==> config.mk <==
export PLATFORM = sky130hd
export DESIGN_NAME = fft_32_power_accum
export DESIGN_NICKNAME = d
export VERILOG_FILES = /design/src/rtl/dsp_pkg.sv /design/src/rtl/fft_32_power_accum_ram.sv /design/src/rtl/fft_32_power_accum.sv
export SDC_FILE = /design/constraint.sdc
export NUM_CORES = 2
export LEC_CHECK = 0
export BUFFER_PORTS_ARGS = -buffer_cell sky130_fd_sc_hd__buf_2
export CORE_AREA = 2 2 611 613
export CTS_BUF_LIST = sky130_fd_sc_hd__clkbuf_16
export CTS_CLUSTER_DIAMETER = 100
export DETAILED_ROUTE_END_ITERATION = 10
export DIE_AREA = 0 0 613 615
export PLACE_DENSITY = 0.39
export SLEW_MARGIN = 10
export SYNTH_ARGS = -nofsm -noshare
export SYNTH_HDL_FRONTEND = slang
export SYNTH_SLANG_ARGS = --single-unit
==> constraint.sdc <==
create_clock -name Clk -period 15.5 [get_ports Clk]
set_input_delay 2.325 -clock Clk [delete_from_list [all_inputs] [get_ports Clk]]
set_output_delay 2.325 -clock Clk [all_outputs]
set_load 0.02 [all_outputs]
==> src/rtl/dsp_pkg.sv <==
// Shared DSP definitions for the fft_32 family: transform size, bin index width
// and the power-accumulator frame-tracking states.
package dsp_pkg;
   localparam int FFT_32_LENGTH      = 32;
   localparam int FFT_32_INDEX_WIDTH = 5;

   typedef enum logic {
      S_ACCUM  = 1'b0,
      S_RESYNC = 1'b1
   } fft_32_power_state_t;
endpackage

==> src/rtl/fft_32_power_accum_ram.sv <==
// 32-entry simple dual-port accumulator store with a registered read port.
// A write and a read to the same address in one cycle return the new data.
module fft_32_power_accum_ram
   import dsp_pkg::*;
#(
   parameter int ACCUM_WIDTH = 48
) (
   input  logic                          clk,
   input  logic                          wr_en,
   input  logic [FFT_32_INDEX_WIDTH-1:0] wr_addr,
   input  logic [ACCUM_WIDTH-1:0]        wr_data,
   input  logic [FFT_32_INDEX_WIDTH-1:0] rd_addr,
   output logic [ACCUM_WIDTH-1:0]        rd_data
);
   logic [ACCUM_WIDTH-1:0] mem [FFT_32_LENGTH];

   always_ff @(posedge clk) begin
      if (wr_en) mem[wr_addr] <= wr_data;
      rd_data <= (wr_en && (wr_addr == rd_addr)) ? wr_data : mem[rd_addr];
   end
endmodule

==> src/rtl/fft_32_power_accum.sv <==
// Per-bin |X|^2 integration over Num_frames fft_32 frames, with frame-sequence checking.
// Optional peak-bin tracker enabled by defining FFT_32_POWER_ACCUM_PEAK_EN.
module fft_32_power_accum
   import dsp_pkg::*;
#(
   parameter int INPUT_DATA_WIDTH = 21,
   parameter int ACCUM_WIDTH      = 48,
   parameter int NUM_FRAMES_WIDTH = 8
) (
   input  logic                               Clk,
   input  logic                               Rst_n,
   input  logic [NUM_FRAMES_WIDTH-1:0]        Num_frames,
   input  logic                               Input_valid,
   input  logic signed [INPUT_DATA_WIDTH-1:0] Input_i,
   input  logic signed [INPUT_DATA_WIDTH-1:0] Input_q,
   input  logic [FFT_32_INDEX_WIDTH-1:0]      Input_index,
   input  logic                               Input_last,
   output logic                               Output_valid,
   output logic [ACCUM_WIDTH-1:0]             Output_power,
   output logic [FFT_32_INDEX_WIDTH-1:0]      Output_index,
   output logic                               Output_last,
   output logic                               Peak_valid,
   output logic [FFT_32_INDEX_WIDTH-1:0]      Peak_index,
   output logic [ACCUM_WIDTH-1:0]             Peak_power,
   output logic                               Error_overflow,
   output logic                               Error_frame
);
   localparam int PW = 2 * INPUT_DATA_WIDTH;
   localparam int IW = FFT_32_INDEX_WIDTH;
   localparam int AW = ACCUM_WIDTH;
   localparam int NW = NUM_FRAMES_WIDTH;

   // Returns {carry, result}; result clamps to all-ones when the add wraps.
   function automatic logic [AW:0] sat_add(input logic [AW-1:0] a, input logic [AW-1:0] b);
      logic [AW:0] s;
      s = {1'b0, a} + {1'b0, b};
      if (s[AW]) s = {1'b1, {AW{1'b1}}};
      return s;
   endfunction

   fft_32_power_state_t state;
   logic [IW-1:0] expected;
   logic [NW-1:0] frame_count, n_lat, n_in, n_eff;
   logic          idx_ok, accept, is_final, err_frame;

   always_comb begin
      n_in     = (Num_frames == '0) ? NW'(1) : Num_frames;
      n_eff    = ((frame_count == '0) && (Input_index == '0)) ? n_in : n_lat;
      is_final = (frame_count == (n_eff - NW'(1)));
      idx_ok   = (Input_index == expected) &&
                 (Input_last == (Input_index == IW'(FFT_32_LENGTH - 1)));
      accept   = (state == S_ACCUM) && Input_valid && idx_ok;
   end

   always_ff @(posedge Clk or negedge Rst_n) begin
      if (!Rst_n) begin
         state       <= S_ACCUM;
         expected    <= '0;
         frame_count <= '0;
         n_lat       <= NW'(1);
         err_frame   <= 1'b0;
      end else begin
         err_frame <= 1'b0;
         case (state)
            S_ACCUM: if (Input_valid) begin
               if (idx_ok) begin
                  expected <= expected + IW'(1);
                  if ((frame_count == '0) && (Input_index == '0)) n_lat <= n_in;
                  if (Input_last) frame_count <= is_final ? '0 : frame_count + NW'(1);
               end else begin
                  err_frame   <= 1'b1;
                  frame_count <= '0;
                  state       <= S_RESYNC;
               end
            end
            S_RESYNC: if (Input_valid && Input_last) begin
               expected <= '0;
               state    <= S_ACCUM;
            end
            default: state <= S_ACCUM;
         endcase
      end
   end

   logic                 vld_p1, vld_p2, vld_p3, ovf_p3;
   logic signed [PW-1:0] ii_p1, qq_p1;
   logic [PW-1:0]        pwr_p2;
   logic [IW-1:0]        idx_p1, idx_p2, idx_p3;
   logic                 last_p1, last_p2, last_p3;
   logic                 first_p1, first_p2, final_p1, final_p2, final_p3;
   logic [AW-1:0]        acc_p3, rd_data, rd_fwd, pwr_ext;
   logic [AW:0]          sum_sat;

   // Back-to-back hits on one bin only happen around a resync; forward the P3 result.
   always_comb begin
      pwr_ext = AW'(pwr_p2);
      rd_fwd  = (vld_p3 && (idx_p3 == idx_p2)) ? acc_p3 : rd_data;
      sum_sat = sat_add(rd_fwd, pwr_ext);
   end

   always_ff @(posedge Clk or negedge Rst_n) begin
      if (!Rst_n) begin
         vld_p1 <= 1'b0;
         vld_p2 <= 1'b0;
         vld_p3 <= 1'b0;
         ovf_p3 <= 1'b0;
      end else begin
         vld_p1 <= accept;
         vld_p2 <= vld_p1;
         vld_p3 <= vld_p2;
         ovf_p3 <= vld_p2 && !first_p2 && sum_sat[AW];
      end
   end

   always_ff @(posedge Clk) begin
      // P1: squares
      ii_p1    <= PW'(Input_i) * PW'(Input_i);
      qq_p1    <= PW'(Input_q) * PW'(Input_q);
      idx_p1   <= Input_index;
      last_p1  <= Input_last;
      first_p1 <= (frame_count == '0);
      final_p1 <= is_final;
      // P2: power sum, RAM read data arrives
      pwr_p2   <= $unsigned(ii_p1) + $unsigned(qq_p1);
      idx_p2   <= idx_p1;
      last_p2  <= last_p1;
      first_p2 <= first_p1;
      final_p2 <= final_p1;
      // P3: accumulate / overwrite
      acc_p3   <= first_p2 ? pwr_ext : sum_sat[AW-1:0];
      idx_p3   <= idx_p2;
      last_p3  <= last_p2;
      final_p3 <= final_p2;
   end

   fft_32_power_accum_ram #(.ACCUM_WIDTH(AW)) u_ram (
      .clk     (Clk),
      .wr_en   (vld_p3 && !final_p3),
      .wr_addr (idx_p3),
      .wr_data (acc_p3),
      .rd_addr (idx_p1),
      .rd_data (rd_data)
   );

   assign Output_valid   = vld_p3 & final_p3;
   assign Output_power   = Output_valid ? acc_p3 : '0;
   assign Output_index   = Output_valid ? idx_p3 : '0;
   assign Output_last    = Output_valid & last_p3;
   assign Error_overflow = ovf_p3;
   assign Error_frame    = err_frame;

`ifdef FFT_32_POWER_ACCUM_PEAK_EN
   logic [AW-1:0] run_pow, cand_pow;
   logic [IW-1:0] run_idx, cand_idx;

   // Strict greater-than keeps the lowest index on ties; bin 0 restarts the search.
   always_comb begin
      cand_pow = run_pow;
      cand_idx = run_idx;
      if ((Output_index == '0) || (Output_power > run_pow)) begin
         cand_pow = Output_power;
         cand_idx = Output_index;
      end
   end

   always_ff @(posedge Clk or negedge Rst_n) begin
      if (!Rst_n) begin
         run_pow    <= '0;
         run_idx    <= '0;
         Peak_valid <= 1'b0;
         Peak_index <= '0;
         Peak_power <= '0;
      end else begin
         Peak_valid <= 1'b0;
         if (Output_valid) begin
            run_pow <= cand_pow;
            run_idx <= cand_idx;
            if (Output_last) begin
               Peak_valid <= 1'b1;
               Peak_index <= cand_idx;
               Peak_power <= cand_pow;
            end
         end
      end
   end
`else
   assign Peak_valid = 1'b0;
   assign Peak_index = '0;
   assign Peak_power = '0;
`endif
endmodule
== Yosys cells after proc, flatten, opt, wreduce, memory -nomap -nowiden ==
Memory sizes are Yosys's and may differ from the RTL's. A register that Yosys moved wholly into a read port is not among the register bits.
Index checks and enable logic that the tools add are counted.

* Word-level logic and storage cells: 83
* Register bits: 224
* Memory bits (writable): 1536
* Output and inout port bits: 111
* Memories: 1

{| class="wikitable"
|+ Memories
! name !! words !! width !! rd ports !! clocked after Yosys merged registers in !! write ports !! line !! text
|-
| u_ram.mem || 32 || 48 || 1 || 1 || 1 || fft_32_power_accum_ram.sv:15 || <nowiki>logic [ACCUM_WIDTH-1:0] mem [FFT_32_LENGTH];</nowiki>
|}

* $mul: 2
* Bitwise operators: 3
* Reductions and logical operators: 17
* Mux-type cells: 21
* Eq/ne operators: 9
* $add $sub $neg: 5

{| class="wikitable"
|+ Operators with widths
! cell !! count
|-
| $mux 48 || 2
|-
| $mul 21x21->42 || 2
|-
| $add 48x42->49 || 1
|-
| $mux 49 || 1
|-
| $add 42x42->42 || 1
|-
| $mux 42 || 1
|-
| $mux 8 || 5
|-
| $mux 5 || 4
|-
| $logic_not 8->1 || 2
|-
| $eq 5x5->1 || 2
|-
| $pmux 5 s2 || 1
|-
| $logic_and 1x1->1 || 9
|-
| $reduce_and 3->1 || 3
|-
| $add 8x1->8 const B || 1
|-
| $eq 8x8->1 || 1
|-
| $sub 8x1->8 const B || 1
|-
| $mux 1 || 6
|-
| $ne 2x2->1 const B || 3
|-
| $add 5x1->5 const B || 1
|-
| $eq 5x5->1 const B || 1
|-
| $logic_not 5->1 || 1
|-
| $and 1x1->1 || 2
|-
| $logic_not 1->1 || 2
|-
| $ne 2x1->1 const B || 1
|-
| other kinds (3) || 3
|}

== Depth between registers and ports, before layout ==
* Depth in word-level cells: 8
* Gate-level depth with buffers: 27
* Depth with buffers taken out: 26

== Cells and area by module ==
From an unflattened synthesis, not the netlist that was laid out.

* Cell total of the unflattened synthesis: 7760
* Area total of the unflattened synthesis: 100863.0 µm²

{| class="wikitable"
|+ By module, submodules not included
! module !! seq. area each (µm²) !! cells an instance !! times used !! area each (µm²)
|-
| fft_32_power_accum_ram || 46224.3 || 3321 || 1 || 59863.7
|-
| fft_32_power_accum || 4580.6 || 4439 || 1 || 40999.3
|}

== Least setup slack after synthesis ==
OpenSTA, ideal clock, no wires.

* Kind: in2reg
* From: in Input_i[4]
* To: reg ii_p1[41]
* Setup time: 114 ps
* Required time: 15386 ps
* Arrival: 8853 ps
* Setup slack: 6533 ps
* Buffers on the path: 2
* Stages on the path: 25
* Cells stage by stage: clkbuf_1 clkbuf_1 nand2_1 fa_1 inv_1 fa_1 inv_1 fa_1 inv_1 fa_1 fa_1 fa_1 inv_1 fa_1 inv_1 ha_1 a21o_1 a21o_1 a221oi_1 nor2_1 o31ai_1 nor3_1 o221ai_1 mux2i_1 a2111oi_0

* Cells in the longest elaborated chain, start to end: 1

{| class="wikitable"
|+ Ends and longest elaborated chain
! what !! line !! text
|-
| start: declaration || fft_32_power_accum.sv:14 || <nowiki>input logic signed [INPUT_DATA_WIDTH-1:0] Input_i,</nowiki>
|-
| $mul 21x21->42 || fft_32_power_accum.sv:117 || <nowiki>ii_p1 <= PW'(Input_i) * PW'(Input_i);</nowiki>
|-
| end signal: assignment || fft_32_power_accum.sv:117 ||
|-
| end: declaration || fft_32_power_accum.sv:86 || <nowiki>logic signed [PW-1:0] ii_p1, qq_p1;</nowiki>
|}

Every way passes these cells.
A chain may end at the register's enable or synchronous reset.

== Worst setup path in the final report ==
* From: in Input_i[20]
* To: reg ii_p1[41]

Same word-level chain as after synthesis.

==> run_results.csv <==
group,metric,value,unit
cts,cts.sinks,1758,
worst_setup_path,cp-start-kind,"input port",
floorplan,coreArea,370800,µm²
cells_and_area,fillers,37000,
logic_synthesis,synth-edff-count,1536,
outcome,status,"complete, no violations",
timing,finalCritPeriodShare,60.67,%
global_route,grt_pass1_wl,436.0,mm
cells_and_area,multi_input_area,43600,µm²
routing,viasPerCell,4.523,
global_route,antenna_found_initial,13,
timing,final.setup.tns,0,ps
cts,cts_made_buffers,203,
timing,clock_skew,65.65,ps
routing,drc,0,
logic_synthesis,syn_area_per_cell,14.61,µm²
timing,relSlewSlack,21.25,%
routing,drt-wirelength-per-cell,24.73,µm
run,drv_cap,0,
worst_hold_path,hold_path_class,"reg -> reg",
logic_synthesis,synthFlopType,"edfxtp_1",
timing,worstMarginPinSlew,1180,ps
logic_synthesis,synth_cells,6818,
placement,place_congestion,0.8181,
timing,finalHoldViolCount,0,
global_route,grt_max_degree,85,
cells_and_area,final_nets,8244,
timing,fmax,106.3,MHz
logic_synthesis,synth.largest_area_cell,"edfxtp_1",
cts,clk_path_buf_depth,4,
cts,cts_tree,"yes",
floorplan,num_rows,224,
logic_synthesis,synth_cell_types,84,
global_route,overflow,0,
cells_and_area,final_common_cell,"edfxtp_1",
worst_setup_path,endpoint_kind,"flip-flop",
logic_synthesis,synth_top_area_share,46.29,%
cts,clkLatencyLatePin,880,ps
worst_setup_path,r2r_slack,7210,ps
floorplan,dieHeight,615,µm
cts,cts_root_buf,"clkbuf_16",
worst_setup_path,crit_path_end,"ii_p1[41]",
worst_setup_path,reg2reg_depth,19,
cells_and_area,area_growth,13.07,%
worst_setup_path,reg2reg_to,"acc_p3[24]",
global_route,grt_pass1_vias,60120,
worst_setup_path,crit_path_start,"Input_i[20]",
cts,h-tree-depth,4,
cts,cts.clk_slew.worst_paths,60,ps
timing,drv_slew,0,
timing,setup_viol,0,
floorplan,die_area,377000,µm²
routing,routed_wl,300.4,mm
logic_synthesis,yosys_warnings,0,
worst_setup_path,reg2reg_from,"idx_p2[0]",
logic_synthesis,synth.area.top_cells,"edfxtp_1 (46%), fa_1 (17%), mux4_2 (11%), inv_1 (4.3%), ha_1 (4.3%)",
logic_synthesis,synth_async_sr_flop_share,1.536,%
logic_synthesis,ys_seq_area_share,50.89,%
worst_setup_path,critPathKind,"in -> reg",
placement,place_hpwl,200.2,mm
worst_setup_path,required,16220,ps
routing,drt-initial-drc-count,3923,
cells_and_area,layout_common_cells,"edfxtp_1 (1536), inv_1 (1202), fa_1 (829)",
worst_setup_path,cp_max_fo,26,
cells_and_area,drive_above_1_share,15.00,%
routing,vias,54950,
logic_synthesis,ys_ff_latch,1758,
timing,post-route-min-period,9404,ps
floorplan,start_util,26.87,%
routing,first_pass_iters,5,
cts,cts.repair.resized,0,
global_route,grt_usage,15.90,%
placement,portBuffers,115,
cts,hold_buffers,0,
logic_synthesis,netlist_area,99640,µm²
routing,detail-route-antenna-nets,0,
cells_and_area,seq_area,50730,µm²
worst_hold_path,holdPathStages,0,
timing,grt_setup_unrepaired,"false",
worst_setup_path,cp_data_arrival_time,10120,ps
floorplan,die_x,613,µm
floorplan,ioPinCount,170,
cts,postCtsSetupRepairBufs,0,
worst min-delay path by stage:
stage,startpoint,end
final,idx_p1[4],idx_p2[4]
after global routing,idx_p1[1],idx_p2[1]
after CTS,idx_p1[4],idx_p2[4]
after detailed placement,idx_p1[0],idx_p2[0]
after global placement,idx_p1[0],idx_p2[0]
after floorplan,final_p1,final_p2
cells in the mapped netlist, drive strengths merged, types with 10 or more instances:
cell	number
clkbuf	198
nor4	15
dfxtp	195
a21oi	164
o21ai	116
and2	142
nand4	19
a31oi	23
edfxtp	1536
nor2b	26
or3	17
mux2i	82
a211oi	23
nand2	386
xnor2	139
o21a	24
and3	75
ha	342
buf	115
inv	1146
mux4	467
xor2	83
nand3	48
o22ai	11
nand3b	10
a21o	92
fa	829
nor3	53
o21bai	23
dfrtp	26
nand2b	22
o211ai	10
nor2	225
a2bb2oi	12
critical path, cell delays in order:
cell and delay, ps:
buf_2 430, inv_1 500, nor2_1 250, fa_1 430, inv_1 80, fa_1 400
inv_1 80, fa_1 430, fa_1 520, fa_1 430, fa_1 490, inv_1 50
fa_1 470, inv_1 40, ha_1 340, a21o_1 200, a21o_1 170, a221oi_1 630
nor2_1 180, o31ai_1 600, nor3_1 180, o221ai_1 320, mux2i_1 120, a2111oi_0 420
cells by family (layout without fill, tap and decap cells):
group	Yosys count	after routing	synth area share (%)
simple gates	1073	1073	5.165
flops	1758	1758	50.89
compound gates	574	574	3.764
other cells	1	60	0.003764
buf+inv	1461	1762	5.793
mux	558	558	11.48
fa+ha+maj	1171	1171	20.95
xor+xnor	222	222	1.951
per-layer routing:
metal / global-route usage [%] / part of all wire, % / up-vias / wire length, µm
li1: - / - / 24150 / -
met5: 0 / 0 / - / 0
met4: 3.211 / 1.8 / 0 / 5536
met3: 1.286 / 3.1 / 303 / 9211
met2: 27.69 / 50 / 974 / 151600
met1: 21.63 / 45 / 29530 / 134100
cell type report:
type	count	area share [%]
Antenna cell	6	0.01333
Clock buffer	206	4.576
Clock inverter	157	0.8552
Inverter	1148	3.825
Multi-Input combinational cell	3652	38.70
Sequential cell	1758	45.03
Tap cell	4972	5.522
Timing Repair Buffer	251	1.473
registers in the layout (all words and copies together), names as in the netlist, 5 cells and up:
name and cells:
ii_p1 41, expected 5, qq_p1 41, idx_p2 5, acc_p3 48, idx_p3 5, pwr_p2 42, idx_p1 5
frame_count 8, n_lat 8, u_ram.mem 1536
through the flow:
step	setup slack (ps)	hold WS (ps)	instance area (µm²)	utilization [%]	instances
after floorplan	6533	309.6	99830	-	6871
after global placement	5254	311.1	106500	28.73	11780
after detailed placement	5121	311.8	106500	28.73	11780
after CTS	6050	323.8	112600	30.38	12140
after global routing	5643	328.1	112600	30.38	12150
final	6096	322.0	112700	30.38	12150
Power is not shown: default switching activity piles up to over one toggle a cycle in this logic, so the estimate is an artifact.
